File: src/rtl/cam_pkg.sv
// ============================================================================
// Module  : cam_pkg
// Purpose : Shared types and helpers for the CAM search controller.
// Rev     : 1.0  initial release
// ============================================================================
`default_nettype none

package cam_pkg;

   localparam int CAM_DATA_W = 32;

   typedef enum logic [1:0] {
      IDLE   = 2'd0,
      SEARCH = 2'd1,
      RESP   = 2'd2
   } state_e;

   typedef struct packed {
      logic                  write;
      logic [CAM_DATA_W-1:0] data;
   } cam_req_t;

   function automatic int cam_idxw(input int depth);
      return (depth > 1) ? $clog2(depth) : 1;
   endfunction

endpackage

`default_nettype wire

File: src/rtl/cam_prio_enc.sv
// ============================================================================
// Module  : cam_prio_enc
// Purpose : Combinational lowest-set-bit priority encoder -> {hit, index}.
// Rev     : 1.0  initial release
// ============================================================================
`default_nettype none

module cam_prio_enc
   import cam_pkg::*;
#(
   parameter  int DEPTH = 8,
   localparam int IDXW  = cam_idxw(DEPTH)
) (
   input  logic [DEPTH-1:0] vec_i,
   output logic             hit_o,
   output logic [IDXW-1:0]  index_o
);

   // Scan from the top down so the lowest set bit is the last assignment.
   always_comb begin
      hit_o   = |vec_i;
      index_o = '0;
      for (int i = DEPTH - 1; i >= 0; i--) begin
         if (vec_i[i]) index_o = IDXW'(i);
      end
   end

endmodule

`default_nettype wire

File: src/rtl/cam_search_ctrl.sv
// ============================================================================
// Module  : cam_search_ctrl
// Purpose : CAM row-interface initiator: write/search requests, broadcast
//           strobes, lowest-index match resolution and response handshake.
//           Define CAM_MULTIHIT_EN to add resp_multi_o / resp_count_o.
// Rev     : 1.0  initial release
// ============================================================================
`default_nettype none

module cam_search_ctrl
   import cam_pkg::*;
#(
   parameter  int WIDTH = CAM_DATA_W,
   parameter  int DEPTH = 8,
   localparam int IDXW  = cam_idxw(DEPTH)
) (
   input  logic                   clk,
   input  logic                   reset,
   input  logic                   req_valid_i,
   output logic                   req_ready_o,
   input  logic                   req_write_i,
   input  logic [WIDTH-1:0]       req_data_i,
   output logic                   resp_valid_o,
   input  logic                   resp_ready_i,
   output logic                   resp_hit_o,
   output logic [IDXW-1:0]        resp_index_o,
   output logic [WIDTH-1:0]       resp_data_o,
`ifdef CAM_MULTIHIT_EN
   output logic                   resp_multi_o,
   output logic [IDXW:0]          resp_count_o,
`endif
   output logic                   full_o,
   output logic [WIDTH-1:0]       row_data_o,
   output logic [DEPTH-1:0]       row_write_enable_o,
   output logic                   row_search_enable_o,
   output logic [WIDTH-1:0]       row_search_data_o,
   input  logic [DEPTH-1:0]       row_match_i,
   input  logic [DEPTH-1:0]       row_valid_i,
   input  logic [DEPTH*WIDTH-1:0] row_data_i
);

   localparam logic [IDXW:0] FULL_CNT = (IDXW+1)'(DEPTH);

   state_e           state_q,  state_d;
   logic [IDXW-1:0]  wr_ptr_q, wr_ptr_d;
   logic [IDXW:0]    count_q,  count_d;
   logic [WIDTH-1:0] wdata_q,  wdata_d;
   logic [WIDTH-1:0] key_q,    key_d;
   logic [DEPTH-1:0] wen_q,    wen_d;
   logic             hit_q,    hit_d;
   logic [IDXW-1:0]  index_q,  index_d;
   logic [WIDTH-1:0] rdata_q,  rdata_d;
`ifdef CAM_MULTIHIT_EN
   logic             multi_q,  multi_d;
   logic [IDXW:0]    cnt_q,    cnt_d;
   logic [IDXW:0]    qual_cnt;
`endif

   cam_req_t         req;
   logic [DEPTH-1:0] qual;
   logic             enc_hit;
   logic [IDXW-1:0]  enc_index;
   logic [WIDTH-1:0] row_word [DEPTH];

   assign req  = '{write: req_write_i, data: CAM_DATA_W'(req_data_i)};
   // Only rows that have been written since reset may report a match.
   assign qual = row_match_i & row_valid_i;

   for (genvar r = 0; r < DEPTH; r++) begin : g_row_word
      assign row_word[r] = row_data_i[r*WIDTH +: WIDTH];
   end

   cam_prio_enc #(.DEPTH(DEPTH)) u_prio_enc (
      .vec_i   (qual),
      .hit_o   (enc_hit),
      .index_o (enc_index)
   );

`ifdef CAM_MULTIHIT_EN
   always_comb begin
      qual_cnt = '0;
      for (int i = 0; i < DEPTH; i++) begin
         qual_cnt = qual_cnt + (IDXW+1)'(qual[i]);
      end
   end
`endif

   always_comb begin
      state_d  = state_q;
      wr_ptr_d = wr_ptr_q;
      count_d  = count_q;
      wdata_d  = wdata_q;
      key_d    = key_q;
      wen_d    = '0;
      hit_d    = hit_q;
      index_d  = index_q;
      rdata_d  = rdata_q;
`ifdef CAM_MULTIHIT_EN
      multi_d  = multi_q;
      cnt_d    = cnt_q;
`endif
      case (state_q)
         IDLE: begin
            if (req_valid_i) begin
               if (req.write) begin
                  wen_d    = {{(DEPTH-1){1'b0}}, 1'b1} << wr_ptr_q;
                  wdata_d  = WIDTH'(req.data);
                  wr_ptr_d = wr_ptr_q + 1'b1;
                  if (count_q != FULL_CNT) count_d = count_q + 1'b1;
               end else begin
                  key_d   = WIDTH'(req.data);
                  state_d = SEARCH;
               end
            end
         end
         SEARCH: begin
            hit_d   = enc_hit;
            index_d = enc_index;
            rdata_d = enc_hit ? row_word[enc_index] : '0;
`ifdef CAM_MULTIHIT_EN
            multi_d = (qual_cnt > (IDXW+1)'(1));
            cnt_d   = qual_cnt;
`endif
            state_d = RESP;
         end
         RESP: begin
            if (resp_ready_i) state_d = IDLE;
         end
         default: state_d = IDLE;
      endcase
   end

   always_ff @(posedge clk) begin
      if (reset) begin
         state_q  <= IDLE;
         wr_ptr_q <= '0;
         count_q  <= '0;
         wdata_q  <= '0;
         key_q    <= '0;
         wen_q    <= '0;
         hit_q    <= 1'b0;
         index_q  <= '0;
         rdata_q  <= '0;
`ifdef CAM_MULTIHIT_EN
         multi_q  <= 1'b0;
         cnt_q    <= '0;
`endif
      end else begin
         state_q  <= state_d;
         wr_ptr_q <= wr_ptr_d;
         count_q  <= count_d;
         wdata_q  <= wdata_d;
         key_q    <= key_d;
         wen_q    <= wen_d;
         hit_q    <= hit_d;
         index_q  <= index_d;
         rdata_q  <= rdata_d;
`ifdef CAM_MULTIHIT_EN
         multi_q  <= multi_d;
         cnt_q    <= cnt_d;
`endif
      end
   end

   assign req_ready_o         = (state_q == IDLE);
   assign resp_valid_o        = (state_q == RESP);
   assign resp_hit_o          = hit_q;
   assign resp_index_o        = index_q;
   assign resp_data_o         = rdata_q;
   assign full_o              = (count_q == FULL_CNT);
   assign row_data_o          = wdata_q;
   assign row_write_enable_o  = wen_q;
   assign row_search_enable_o = (state_q == SEARCH);
   assign row_search_data_o   = key_q;
`ifdef CAM_MULTIHIT_EN
   assign resp_multi_o        = multi_q;
   assign resp_count_o        = cnt_q;
`endif

endmodule

`default_nettype wire

File: config.mk
export PLATFORM = sky130hd
export DESIGN_NAME = cam_search_ctrl
export DESIGN_NICKNAME = d
export VERILOG_FILES = /design/src/rtl/cam_pkg.sv /design/src/rtl/cam_prio_enc.sv /design/src/rtl/cam_search_ctrl.sv
export SDC_FILE = /design/constraint.sdc
export NUM_CORES = 1
export LEC_CHECK = 0
export CORE_AREA = 2 2 163 165
export CTS_CLUSTER_DIAMETER = 30
export DETAILED_ROUTE_END_ITERATION = 10
export DIE_AREA = 0 0 165 167
export HOLD_SLACK_MARGIN = 0.12
export SKIP_CTS_REPAIR_TIMING = 1
export SYNTH_ARGS = -nofsm -noshare
export SYNTH_HDL_FRONTEND = slang
export SYNTH_HIERARCHICAL = 1
export SYNTH_SLANG_ARGS = --single-unit
File: constraint.sdc
create_clock -name clk -period 2.5 [get_ports clk]
set_clock_uncertainty 0.2 [all_clocks]
set_input_delay 0.5 -clock clk [delete_from_list [all_inputs] [get_ports clk]]
set_output_delay 0.5 -clock clk [all_outputs]
set_load 0.005 [all_outputs]
### Word level (Yosys, flattened, before mapping)

Cells that the tools add are included.

* reduce and logical (&&, ||, !) cells: 7
* add/subtract/negate cells: 2
* bitwise operators: 5
* multiplexer cells: 16
* eq/ne operators: 7
* magnitude comparators: 1
* shifts and indexed selects: 1

Operators by type and width (count)
* $bmux W32 S3: 1
* $mux W32: 3
* $mux W3: 8
* $reduce_and A3 Y1: 3
* $and A8 B8 Y8: 1
* $reduce_or A8 Y1: 1
* $shl A1 B3 Y8 const A: 1
* $mux W2: 3
* $pmux W2 S3: 1
* $add A4 B1 Y4 const B: 1
* $eq A4 B4 Y1 const B: 1
* $ge A4 B4 Y1 const B: 1
* $ne A2 B2 Y1 const B: 2
* $ne A4 B4 Y1 const B: 1
* $not A3 Y4: 1
* $reduce_and A4 Y1: 1
* $reduce_or A4 Y1: 1
* $add A3 B1 Y3 const B: 1
* $not A1 Y1: 3
* $eq A2 B1 Y1 const B: 1
* $eq A2 B2 Y1 const B: 1
* $logic_not A2 Y1: 1
* $ne A2 B1 Y1 const B: 1

* input port bits: 309
* word-level logic and storage cells: 48
* register bits: 117
* output and inout port bits: 112

### Logic depth before layout (Yosys ltp)

Gate-level depths: netlist of the first run.

* word-level depth: 14
* gate-level depth with buffers: 12
* mapped depth without buffers: 8

### Hierarchy

The synthesis of the first run kept the hierarchy.

By module, submodules not included
* cam_search_ctrl: seq. area each 2342.2 µm², cells an instance 667, times used 1, area each 6198.4 µm²
* cam_prio_enc: seq. area each 0.0 µm², cells an instance 13, times used 1, area each 81.3 µm²

### Least setup slack after synthesis of the first run

Ideal clock, no wire load.

* path kind: input -> register
* from: input row_match_i[4]
* to: register rdata_q[23] (netlist: resp_data_o[23])
* stages: 8
* data arrival time: 2263 ps
* setup time: 128 ps
* path buffers: 2
* slack: -91 ps
* data required time: 2172 ps
* cell sequence: and2_1 o41ai_1 buf_6 buf_12 mux4_2 nand2b_1 a32oi_1 nor2_1

* word-level cells in the longest chain between the ends: 11
* elaborated cells between the ends (all ways): 12
* those cells by class: mux: 9; bitwise: 2; reduce/logical: 1

RTL lines
* start, declared: RTL line cam_search_ctrl.sv:37 `input logic [DEPTH-1:0] row_match_i,`
* $and A8 B8 Y8: RTL line cam_search_ctrl.sv:67 `assign qual = row_match_i & row_valid_i;`
* $mux W3 (5 in series): RTL line cam_prio_enc.sv:24 `if (vec_i[i]) index_o = IDXW'(i);`
* named net enc_index[0]: RTL line cam_search_ctrl.sv:62 `logic [IDXW-1:0] enc_index;`
* $not A3 Y4 (implied by the code): RTL line cam_search_ctrl.sv:119 `rdata_d = enc_hit ? row_word[enc_index] : '0;`
* $bmux W32 S3: RTL line cam_search_ctrl.sv:119
* $mux W32 (implied by the code) (2 in series): RTL line cam_search_ctrl.sv:119
* $mux W32: RTL line cam_search_ctrl.sv:119
* end signal, assigned: RTL line cam_search_ctrl.sv:157 `rdata_q <= rdata_d;`
* end, declared: RTL line cam_search_ctrl.sv:52 `logic [WIDTH-1:0] rdata_q, rdata_d;`

The timed path passes the listed nets, and every way through them passes these cells. The select of a mux whose other input is x is not followed.
A chain may end at the register's enable or synchronous reset.

### Worst setup path in the final report of the first run

* from: input row_valid_i[6]
* to: register rdata_q[27] (netlist: resp_data_o[27])

* word-level cells in the longest chain between the ends: 13
* elaborated cells between the ends (all ways): 14
* those cells by class: mux: 11; bitwise: 2; reduce/logical: 1

RTL lines
* start, declared: RTL line cam_search_ctrl.sv:38 `input logic [DEPTH-1:0] row_valid_i,`
* $and A8 B8 Y8: RTL line cam_search_ctrl.sv:67
* named net qual[6]: RTL line cam_search_ctrl.sv:60 `logic [DEPTH-1:0] qual;`
* $mux W3 (7 in series): RTL line cam_prio_enc.sv:24
* named net enc_index[0]: RTL line cam_search_ctrl.sv:62
* $not A3 Y4 (implied by the code): RTL line cam_search_ctrl.sv:119
* $bmux W32 S3: RTL line cam_search_ctrl.sv:119
* $mux W32 (implied by the code) (2 in series): RTL line cam_search_ctrl.sv:119
* $mux W32: RTL line cam_search_ctrl.sv:119

The timed path passes the listed nets, and every way through them passes these cells. The select of a mux whose other input is x is not followed.

==> summary.txt, run 1 <==
Outcome
  – Outcome: finished with violations
  – Failing checks: negative setup slack

Global route
  – Gr busiest metal: met2
  – Initial antenna violation count: 1
  – Pin count of the biggest net entering global routing: slightly above 60
  – Grt met1 use: between 20 and 25%
  – Vias in the first global route: 6974
  – First-pass GRT wire length: just over 40000 microns
  – Global-route met3 utilization: just over 5%
  – Met2 GRT Util: about a third
  – GRT overflow: 0
  – Total GRT Usage: 19.6%

Detailed routing
  – Final ANT Viol Nets: 0
  – DR WL/cell: about 19 microns
  – Via Count: just under 7k
  – Drt pass-1 iters: 4
  – Post-DR vias/cell: 4.66
  – Detailed-route DRC error count: 0
  – Wirelength, routed: between 20000 and 30000 microns
  – Iteration-0 DRC count of the detailed router: between 300 and 400

Timing
  – Final hold vios: 0
  – Slew Limit Fails: 0
  – Fin crit share: 103%
  – Final WS setup: -0.0765 ns
  – Worst-margin pin slew: around 0.64 ns
  – Tmin final: about 2.6 ns
  – TNS Setup: -0.386 ns
  – Slew margin rel.: 57.4%
  – RSZ-0062 raised after global routing: yes
  – Fmax: just under 400 MHz
  – # setup viols final: 12

Clocking
  – TritonCTS clock tree: yes
  – CTS buffer count: 17
  – Root buffer cell: clkbuf_16
  – Clock slew seen by the registers of the worst setup and hold paths: 0.06 ns
  – # clock sinks: approximately 120
  – H-tree levels: 4
  – Clock Latency Late Sink: a little over 0.4 ns
  – Max clock buf depth: 2

Worst setup path
  – Worst Setup SP: row_valid_i[6]
  – CP delay by family, top: buffers and inverters
  – Worst path bufs/invs: 6
  – Crit path capture type: register
  – RR Startpoint: state_q[1]
  – Max FO, Critical Path: 7
  – Worst R2R Setup Slack: between 0.8 and 0.9 ns
  – Crit-path cells: buf_6, and2_4, inv_4, a21oi_4, o41ai_4, buf_4, buf_12, buf_16, buf_8, mux4_2, nand2b_4, a32oi_1, nor2_1
  – Crit path DAT: 2.66 ns
  – Setup CP Type: input pin to register
  – Reg2reg end: resp_data_o[18]
  – WP data required: around 2.6 ns
  – Critical Path Source Type: input pin
  – Worst path depth: 13
  – Slowest Stage Delay on Critical Path: 0.49 ns
  – End point of the critical path: resp_data_o[27]
  – Slowest-stage cell, CP: mux4_2
  – Register-to-Register Path Depth: 6

Synth
  – Seq cells post-synth: 117
  – Synth Net Count: around 1000
  – Syn_area_per_cell: between 9 and 10 sq um
  – Sequential-to-total area share from yosys stat: around 37%
  – Post-synth EDFFs: 0
  – Cell Area, Synth: 6280 sq um
  – Ys flop type: dfxtp_1
  – Distinct cells, synth: 37
  – Cell taking the most area after synthesis: dfxtp_1
  – Area contributors post-synth: dfxtp_1 (37%), mux2i_1 (10%), mux4_2 (10%), nand2_1 (8.3%), a21oi_1 (5.7%)
  – Yosys top cell area share: between 30% and 40%
  – Syn. warnings: 6
  – FFs w/ async S/R, synth: 0%
  – Post-Synthesis Cells: about 700

Layout
  – Ratio of cells with drive above 1 in the final layout: roughly 16%
  – Most common cell after layout, fill and taps aside: clkdlybuf4s50_1
  – Fin cells: approximately 1.5k
  – Fill cell count: around 2.4k
  – # nets final: approximately 1.4k
  – Layout area overhead: 96.1%
  – Most frequent cells in the layout: clkdlybuf4s50_1 (403), nand2_1 (139), dfxtp_1 (117)
  – # diodes: 0

Flow run
  – Max cap viols: 0

Place
  – Placed Cells: ~1.4k
  – Port Buf Inserts: 420
  – DP HPWL: ~21000 microns
  – RD Place Congestion: 0.841

Die
  – Core box area: roughly 26000 sq um
  – I/O Pins: ~420
  – Die ar.: 27600 sq um
  – Die height: about 170 microns
  – Starting Density: about a quarter
  – Site row count: ~60
  – Die width: roughly 170 microns

Power
  – PwrDens: about 520 nW/um^2
  – Leakage power total: between 4 and 5 nW
  – VDD IR max: roughly 0.37 mV

Worst hold path
  – Worst hold path class: register to register
## routing by layer
layer | part of all wire (%) | up-vias
li1 | - | 3331
met1 | 39 | 3290
met2 | 51 | 255
met3 | 7.9 | 32
met4 | 1.7 | 2
met5 | 0.042 | -
## synthesized netlist by cell type, types with 2 or more instances
cell	number
a21oi_1	71
nor2_1	46
dfxtp_1	117
nand3b_1	2
mux4_2	28
buf_6	4
nand2_1	139
buf_4	2
nor3_1	2
and3_1	4
mux4_1	4
xor2_1	3
nand2b_1	33
inv_1	6
nor2b_1	4
ha_1	6
mux2i_1	64
clkbuf_1	31
a22oi_1	32
and2_1	13
xnor2_1	2
clkbuf_4	3
a32oi_1	32
buf_12	6
buf_2	11
nand3_1	4
## worst reg2reg max path: stages (launching register included)
cell and delay [ns]:
dfxtp_1 0.41, nand2b_2 0.17, inv_2 0.08, and2_1 0.19, buf_12 0.18, a32oi_2 0.26
nor2_1 0.06
## state kept, by name, indices dropped and copies added (netlist names)
| register | count |
|---|---|
| resp_data_o | 32 |
| state_q | 2 |
| row_write_enable_o | 8 |
| resp_index_o | 3 |
| wr_ptr_q | 3 |
| row_data_o | 32 |
| count_q | 4 |
| row_search_data_o | 32 |
| resp_hit_o | 1 |
## kinds of logic after synthesis
logic type                 share of synthesized area (%)
muxes                                               21.9
xor gates and xnor gates                           0.697
buffers and inverters                               6.46
DFF                                                 37.3
adders and majority gates                           1.20
AOI/OAI and AO/OA                                   14.4
and+or+nand+nor                                     18.0
## power by group
part	leakage, nW	switching (W)	internal (W)	total, W
sequential	0.952	0.0000469	0.00195	0.00200
combinational	3.51	0.000697	0.00120	0.00189
clock	0.301	0.000943	0.00164	0.00258
total	4.76	0.00169	0.00478	0.00647
## final cells by class
cell class                      count  area [sq um]  area share [%]
Inverter                            7          28.8           0.234
Tap cell                          335           419            3.40
Multi-Input combinational cell    498          3820            31.0
Clock buffer                       19           453            3.68
Clock inverter                     13           171            1.39
Timing Repair Buffer              493          5080            41.2
Sequential cell                   117          2340            19.0
## through the flow
| step | hold WS, ns | power [W] | setup WS (ns) | instance area, sq um | util (%) |
|---|---|---|---|---|---|
| after global routing | 0.270 | 0.00677 | -0.152 | 12300 | 47.8 |
| final | 0.254 | 0.00647 | -0.0765 | 12300 | 47.8 |
| after global placement | 0.241 | 0.00372 | -0.605 | 11100 | 43.1 |
| after detailed placement | 0.247 | 0.00373 | -0.639 | 11100 | 43.1 |
| after CTS | 0.256 | 0.00636 | -0.193 | 11700 | 45.6 |
| after floorplan | 0.253 | 0.00279 | -0.00581 | 6300 | - |
## worst min path at each step
stage / from / end / slack [ns] / depth (start not counted)
after floorplan: resp_index_o[0] / resp_index_o[0] / 0.25 / 2
after global placement: row_search_data_o[8] / row_search_data_o[8] / 0.24 / 2
after detailed placement: row_data_o[15] / row_data_o[15] / 0.25 / 2
after CTS: row_data_o[15] / row_data_o[15] / 0.26 / 2
after global routing: row_data_o[3] / row_data_o[3] / 0.27 / 2
final: row_data_o[15] / row_data_o[15] / 0.25 / 2
Note: power is estimated with default switching activity, not from simulation.
==> inputs of run 2 (changes only) <==
--- a/config.mk
+++ b/config.mk
@@ -6,10 +6,11 @@
 export NUM_CORES = 1
 export LEC_CHECK = 0
 export CORE_AREA = 2 2 163 165
-export CTS_CLUSTER_DIAMETER = 30
+export CTS_CLUSTER_DIAMETER = 80
 export DETAILED_ROUTE_END_ITERATION = 10
 export DIE_AREA = 0 0 165 167
 export HOLD_SLACK_MARGIN = 0.12
+export PLACE_DENSITY_LB_ADDON = 0.15
 export SKIP_CTS_REPAIR_TIMING = 1
 export SYNTH_ARGS = -nofsm -noshare
 export SYNTH_HDL_FRONTEND = slang
==> run 2 against run 1 <==
Against the previous run:
- worst hold slack got worse by 0.0033 ns
- the run now ends clean
- count of clock-buffer cells in the layout decreased by 2
- wire length increased by 2.8%
- register-to-register slack got worse by 0.08 ns
- global-route usage increased by 0.79 points
- clock power decreased by 7%
- final cell count decreased by 0.40%
- largest cell class unchanged
- critical path depth decreased by 2
==> summary.txt, run 2 (synthesis results as in run 1) <==
Layout
  – Most common cell after layout, fill and taps aside: clkdlybuf4s50_1 (unchanged)
  – Design area: 12000 sq um (was 12300 sq um)
  – # nets final: 1439 (was 1449)
  – Fin cells: 1476 (was 1482)
  – Most frequent cells in the layout: clkdlybuf4s50_1 (402), nand2_1 (139), dfxtp_1 (117) (was clkdlybuf4s50_1 (403), nand2_1 (139), dfxtp_1 (117))
  – Fin util: 46.6% (was 47.8%)
  – Fill cell count: 2495 (was 2423)
  – Ratio of cells with drive above 1 in the final layout: 13.7% (was 16.4%)
  – Layout area overhead: 91.2% (was 96.1%)

Worst setup path
  – Reg2reg end: resp_data_o[27] (was resp_data_o[18])
  – Worst R2R Setup Slack: 0.76 ns (was 0.84 ns)
  – CP delay by family, top: buffers and inverters (unchanged)
  – Crit path DAT: 2.55 ns (was 2.66 ns)
  – Register-to-Register Path Depth: 7 (was 6)
  – Setup CP Type: input pin to register (unchanged)
  – Max FO, Critical Path: 7 (unchanged)
  – Crit path top cell by count: buf_12
  – Crit-path cells: buf_6, and2_4, o41ai_4, buf_4, buf_12, buf_16, buf_12, mux4_2, nand2b_1, a32oi_1, nor2_1 (was buf_6, and2_4, inv_4, a21oi_4, o41ai_4, buf_4, buf_12, buf_16, buf_8, mux4_2, nand2b_4, a32oi_1, nor2_1)
  – Slowest-stage cell, CP: mux4_2 (unchanged)
  – WP data required: 2.59 ns (about the same)
  – Crit path capture type: register (unchanged)
  – Worst path bufs/invs: 5 (was 6)
  – Critical Path Source Type: input pin (unchanged)
  – RR Startpoint: state_q[1] (unchanged)
  – Slowest Stage Delay on Critical Path: 0.48 ns (was 0.49 ns)

Timing
  – Final WS setup: 0.0425 ns (was -0.0765 ns)
  – Final hold vios: 0 (unchanged)
  – Worst-margin pin slew: 0.510 ns (was 0.639 ns)
  – Slew Limit Fails: 0 (unchanged)
  – Fmax: 407 MHz (was 388 MHz)
  – RSZ-0062 raised after global routing: yes (unchanged)
  – Fin crit share: 98.3% (was 103%)
  – Slew margin rel.: 66.0% (was 57.4%)
  – # setup viols final: 0 (was 12)
  – Tmin final: 2.46 ns (was 2.58 ns)

Die
  – Core box area: 25800 sq um (unchanged)
  – Site row count: 59 (unchanged)
  – I/O Pins: 421 (unchanged)
  – Die ar.: 27600 sq um (unchanged)
  – Die width: 165 microns (unchanged)
  – Starting Density: 24.4% (unchanged)
  – Die height: 167 microns (unchanged)

Place
  – Setup WS pre-CTS: -0.676 ns (was -0.639 ns)
  – DP Area: 11100 sq um (about the same)
  – Port Buf Inserts: 420 (unchanged)
  – Placed Cells: 1423 (was 1421)
  – RD Place Congestion: 0.849 (was 0.841)
  – DP HPWL: 22000 microns (was 21300 microns)

Global route
  – First-pass GRT wire length: 42300 microns (was 41300 microns)
  – Total GRT Usage: 20.4% (was 19.6%)
  – GRT overflow: 0 (unchanged)
  – Initial antenna violation count: 4 (was 1)
  – Vias in the first global route: 6950 (was 6974)
  – Pin count of the biggest net entering global routing: 65 (was 62)

Power
  – PwrDens: 514 nW/um^2 (was 525 nW/um^2)
  – Leakage power total: 4.61 nW (was 4.76 nW)
  – VDD IR max: 0.386 mV (was 0.370 mV)

Clocking
  – # clock sinks: 117 (unchanged)
  – H-tree levels: 4 (unchanged)
  – CTS buffer count: 17 (unchanged)
  – Clock slew seen by the registers of the worst setup and hold paths: 0.06 ns (about the same)
  – Max clock buf depth: 2 (unchanged)
  – Root buffer cell: clkbuf_16 (unchanged)
  – TritonCTS clock tree: yes (unchanged)
  – Clock Latency Late Sink: 0.41 ns (about the same)

Detailed routing
  – Detailed-route DRC error count: 0 (unchanged)
  – Final ANT Viol Nets: 0 (unchanged)
  – Wirelength, routed: 29300 microns (was 28500 microns)
  – Post-DR vias/cell: 4.64 (was 4.66)
  – Drt pass-1 iters: 5 (was 4)
  – Iteration-0 DRC count of the detailed router: 317 (was 321)
  – DR WL/cell: 19.8 microns (was 19.2 microns)
  – Via Count: 6843 (was 6910)

Worst hold path
  – Hold_sp: row_data_o[29] (was row_data_o[15])
  – Number of cells on the worst hold path: 2 (unchanged)
  – WHS Endpoint: row_data_o[29] (was row_data_o[15])
  – Worst hold path class: register to register (unchanged)

Outcome
  – Outcome: finished, final reports clean (was finished with violations)

Flow run
  – Max cap viols: 0 (unchanged)
-- run 2: final cells by class --
| type | count | area, sq um | share of cell area, % |
|---|---|---|---|
| multi-input cells | 498 | 3660 | 30.5 |
| clock buffers | 17 | 425 | 3.54 |
| repair buffers | 483 | 4980 | 41.4 |
| well taps | 335 | 419 | 3.49 |
| flip-flops and latches | 117 | 2340 | 19.5 |
| inverters | 7 | 26.3 | 0.219 |
| clock inverters | 15 | 145 | 1.21 |
| diodes | 4 | 10.0 | 0.0834 |
-- run 2: worst max path at each step --
stage | cells past startpoint | end | startpoint
after CTS | 10 | resp_data_o[27] | row_match_i[7]
final | 11 | resp_data_o[30] | row_valid_i[4]
after detailed placement | 10 | resp_data_o[21] | row_match_i[7]
after global routing | 13 | resp_data_o[20] | row_valid_i[3]
after floorplan | 8 | resp_data_o[24] | row_match_i[4]
after global placement | 10 | resp_data_o[29] | row_match_i[7]
-- run 2: power by group --
group | internal (W) | switching (W)
clock | 0.00139 | 0.00100
sequential | 0.00195 | 0.0000442
combinational | 0.00112 | 0.000662
total | 0.00446 | 0.00171
-- run 2: metal layers --
layer / wire length, microns / global-route usage, % / vias up / part of all wire, %
met5: 0 / 0 / - / 0
met3: 2630 / 7.12 / 47 / 9.0
met2: 14500 / 34.4 / 264 / 49
met1: 11300 / 23.0 / 3207 / 38
met4: 894 / 9.49 / 0 / 3.1
li1: - / - / 3325 / -
-- run 2: per-stage QoR --
stage	total power [W]	setup TNS [ns]	hold slack [ns]
finish	0.00617	0	0.250
global route	0.00648	-0.130	0.264
floorplan	0.00279	-0.106	0.253
CTS	0.00618	-5.37	0.249
detailed placement	0.00373	-19.89	0.246
global placement	0.00372	-18.67	0.241
-- run 2: tightest hold or removal path: cells and delay by family (launching register included) --
kind,cells,cell delay [ns]
and+or+nand+nor,1,0.05
DFF,1,0.30
AOI/OAI and AO/OA,1,0.05
==> inputs of run 3 (changes only) <==
--- a/config.mk
+++ b/config.mk
@@ -5,10 +5,10 @@
 export SDC_FILE = /design/constraint.sdc
 export NUM_CORES = 1
 export LEC_CHECK = 0
-export CORE_AREA = 2 2 163 165
+export CORE_AREA = 2 2 166 168
 export CTS_CLUSTER_DIAMETER = 80
 export DETAILED_ROUTE_END_ITERATION = 10
-export DIE_AREA = 0 0 165 167
+export DIE_AREA = 0 0 168 170
 export HOLD_SLACK_MARGIN = 0.12
 export PLACE_DENSITY_LB_ADDON = 0.15
 export SKIP_CTS_REPAIR_TIMING = 1
==> constraint.sdc (replaced) <==
create_clock -name clk -period 2.3 [get_ports clk]
set_clock_uncertainty 0.2 [all_clocks]
set_input_delay 0.46 -clock clk [delete_from_list [all_inputs] [get_ports clk]]
set_output_delay 0.46 -clock clk [all_outputs]
set_load 0.005 [all_outputs]
==> run 3 against run 2 <==
Against the previous run:
- the flow now finishes with violations (negative setup slack)
- first-iteration DRC count down 4.7%
- utilization decreased by 1.2 points
- sequential cell count stayed put
- critical path type unchanged
==> summary.txt, run 3 (synthesis results as in run 1) <==
Timing
  – Slew Limit Fails: 0 (unchanged)
  – RSZ-0062 raised after global routing: yes (unchanged)
  – TNS Setup: -5.06 ns (was 0 ns)
  – Fmax: approximately 390 MHz
  – Slew margin rel.: 67.5% (was 66.0%)
  – Final WS setup: -0.237 ns (was 0.0425 ns)
  – Fin crit share: 110%
  – Tmin final: roughly 2.5 ns
  – Hold slack final: 0.252 ns (was 0.250 ns)
  – Final hold vios: 0 (unchanged)
  – Worst-margin pin slew: 0.487 ns (was 0.510 ns)
  – # setup viols final: 32 (was 0)

Worst hold path
  – Worst hold path class: register to register (unchanged)

Worst setup path
  – Crit path DAT: 2.64 ns (was 2.55 ns)
  – Crit path capture type: register (unchanged)
  – Crit path top cell by count: buf_12 (unchanged)
  – Crit-path cells: buf_6, and2_4, inv_4, a21oi_4, o41ai_4, buf_4, buf_12, buf_12, buf_12, mux4_2, nand2b_4, a32oi_1, nor2_1 (was buf_6, and2_4, o41ai_4, buf_4, buf_12, buf_16, buf_12, mux4_2, nand2b_1, a32oi_1, nor2_1)
  – Setup CP Type: input pin to register (unchanged)
  – Max FO, Critical Path: 6 (was 7)
  – Slowest-stage cell, CP: mux4_2 (unchanged)
  – WP data required: 2.40 ns (was 2.59 ns)
  – Slowest Stage Delay on Critical Path: 0.52 ns (was 0.48 ns)
  – Critical Path Source Type: input pin (unchanged)

Detailed routing
  – Wirelength, routed: 29500 microns (was 29300 microns)
  – Via Count: 6826 (was 6843)
  – Final ANT Viol Nets: 0 (unchanged)
  – Drt pass-1 iters: 4 (was 5)
  – Post-DR vias/cell: 4.62 (was 4.64)
  – Detailed-route DRC error count: 0 (unchanged)
  – DR WL/cell: 19.9 microns (was 19.8 microns)
  – Iteration-0 DRC count of the detailed router: 302 (was 317)

Die
  – Die width: 168 microns (was 165 microns)
  – I/O Pins: 421 (unchanged)
  – Core box area: 26700 sq um (was 25800 sq um)
  – Site row count: 60 (was 59)
  – Starting Density: 23.6% (was 24.4%)
  – Die ar.: 28600 sq um (was 27600 sq um)
  – Die height: 170 microns (was 167 microns)

Outcome
  – Outcome: finished with violations (was finished, final reports clean)
  – Failing checks: negative setup slack

Clocking
  – CTS buffer count: 17 (unchanged)
  – Root buffer cell: clkbuf_16 (unchanged)
  – Clock Latency Late Sink: 0.42 ns (was 0.41 ns)
  – Clock slew seen by the registers of the worst setup and hold paths: 0.06 ns (about the same)
  – H-tree levels: 4 (unchanged)
  – # clock sinks: 117 (unchanged)
  – TritonCTS clock tree: yes (unchanged)
  – Max clock buf depth: 2 (unchanged)

Place
  – Port Buf Inserts: 420 (unchanged)
  – RD Place Congestion: 0.854 (was 0.849)
  – DP HPWL: 21900 microns (was 22000 microns)
  – Placed Cells: 1423 (unchanged)

Layout
  – # nets final: 1436 (was 1439)
  – Fin cells: 1479 (was 1476)
  – Ratio of cells with drive above 1 in the final layout: 14.1% (was 13.7%)
  – Most frequent cells in the layout: clkdlybuf4s50_1 (401), nand2_1 (139), dfxtp_1 (116) (was clkdlybuf4s50_1 (402), nand2_1 (139), dfxtp_1 (117))
  – Layout area overhead: 92.5% (was 91.2%)
  – Fill cell count: 2608 (was 2495)
  – Most common cell after layout, fill and taps aside: clkdlybuf4s50_1 (unchanged)

Global route
  – Met2 GRT Util: 34.0% (was 34.4%)
  – Gr busiest metal: met2 (unchanged)
  – GRT overflow: 0 (unchanged)
  – First-pass GRT wire length: 42800 microns (was 42300 microns)
  – Global-route met3 utilization: 6.93% (was 7.12%)
  – Total GRT Usage: 19.8% (was 20.4%)
  – Grt met1 use: 23.1% (was 23.0%)
  – Pin count of the biggest net entering global routing: 40 (was 65)
  – Vias in the first global route: 6840 (was 6950)
  – Initial antenna violation count: 5 (was 4)

Power
  – Power Total: 0.00677 W (was 0.00617 W)
  – Switch Pwr: 0.00198 W (was 0.00171 W)
  – Comb pwr share: 28.9% (about the same)
  – Switching portion of total power: 29.2% (was 27.7%)
  – Internal Power: 0.00479 W (was 0.00446 W)
  – Flop pwr share: 32.0% (was 32.3%)
  – PwrDens: 560 nW/um^2 (was 514 nW/um^2)
  – Clock power share: 39.1% (was 38.8%)
  – VDD IR max: 0.360 mV (was 0.386 mV)
  – Leakage power total: 4.65 nW (was 4.61 nW)

Flow run
  – Max cap viols: 0 (unchanged)
==> run 3: layer usage <==
metal,part of all wire [%],vias up
met3,7.6,30
met4,2.1,2
li1,-,3315
met5,0.058,-
met2,49,236
met1,41,3243
==> run 3: worst paths after layout <==
check | startpoint | endpoint | slack [ns] | depth (start not counted)
min reg2reg | row_data_o[17] | row_data_o[17] | 0.25 | 2
min | row_data_o[17] | row_data_o[17] | 0.25 | 2
max reg2reg | state_q[1] | resp_data_o[24] | 0.55 | 7
max | row_valid_i[6] | resp_data_o[5] | -0.24 | 13
==> run 3: layout make-up <==
class                           count  area [sq um]  area share [%]
Clock buffer                       17           425            3.52
Inverter                            7          28.8           0.238
Antenna cell                        4          10.0          0.0828
Tap cell                          341           427            3.53
Multi-Input combinational cell    498          3710            30.7
Timing Repair Buffer              480          4990            41.3
Clock inverter                     15           160            1.32
Sequential cell                   117          2340            19.4
==> run 3: power groups by stage <==
stage / Combinational, W / Sequential (W) / Clock (W)
2_1_floorplan: 0.000818 / 0.00221 / 0
3_3_place_gp: 0.00182 / 0.00221 / 0
3_5_place_dp: 0.00182 / 0.00221 / 0
4_1_cts: 0.00183 / 0.00217 / 0.00274
5_1_grt: 0.00211 / 0.00218 / 0.00282
6_report: 0.00196 / 0.00217 / 0.00265
==> run 3: stage by stage <==
step / setup WS (ns) / utilization, % / instance area (sq um)
final: -0.237 / 45.4 / 12100
after global placement: -0.759 / 41.6 / 11100
after CTS: -0.350 / 43.8 / 11700
after floorplan: -0.166 / - / 6300
after global routing: -0.289 / 45.4 / 12100
after detailed placement: -0.799 / 41.6 / 11100
==> run 3: worst max-delay path: cells and delay by family <==
kind,cells,cell delay [ns]
buffers and inverters,6,0.68
and+or+nand+nor,3,0.37
AOI/OAI and AO/OA,3,0.60
muxes,1,0.52
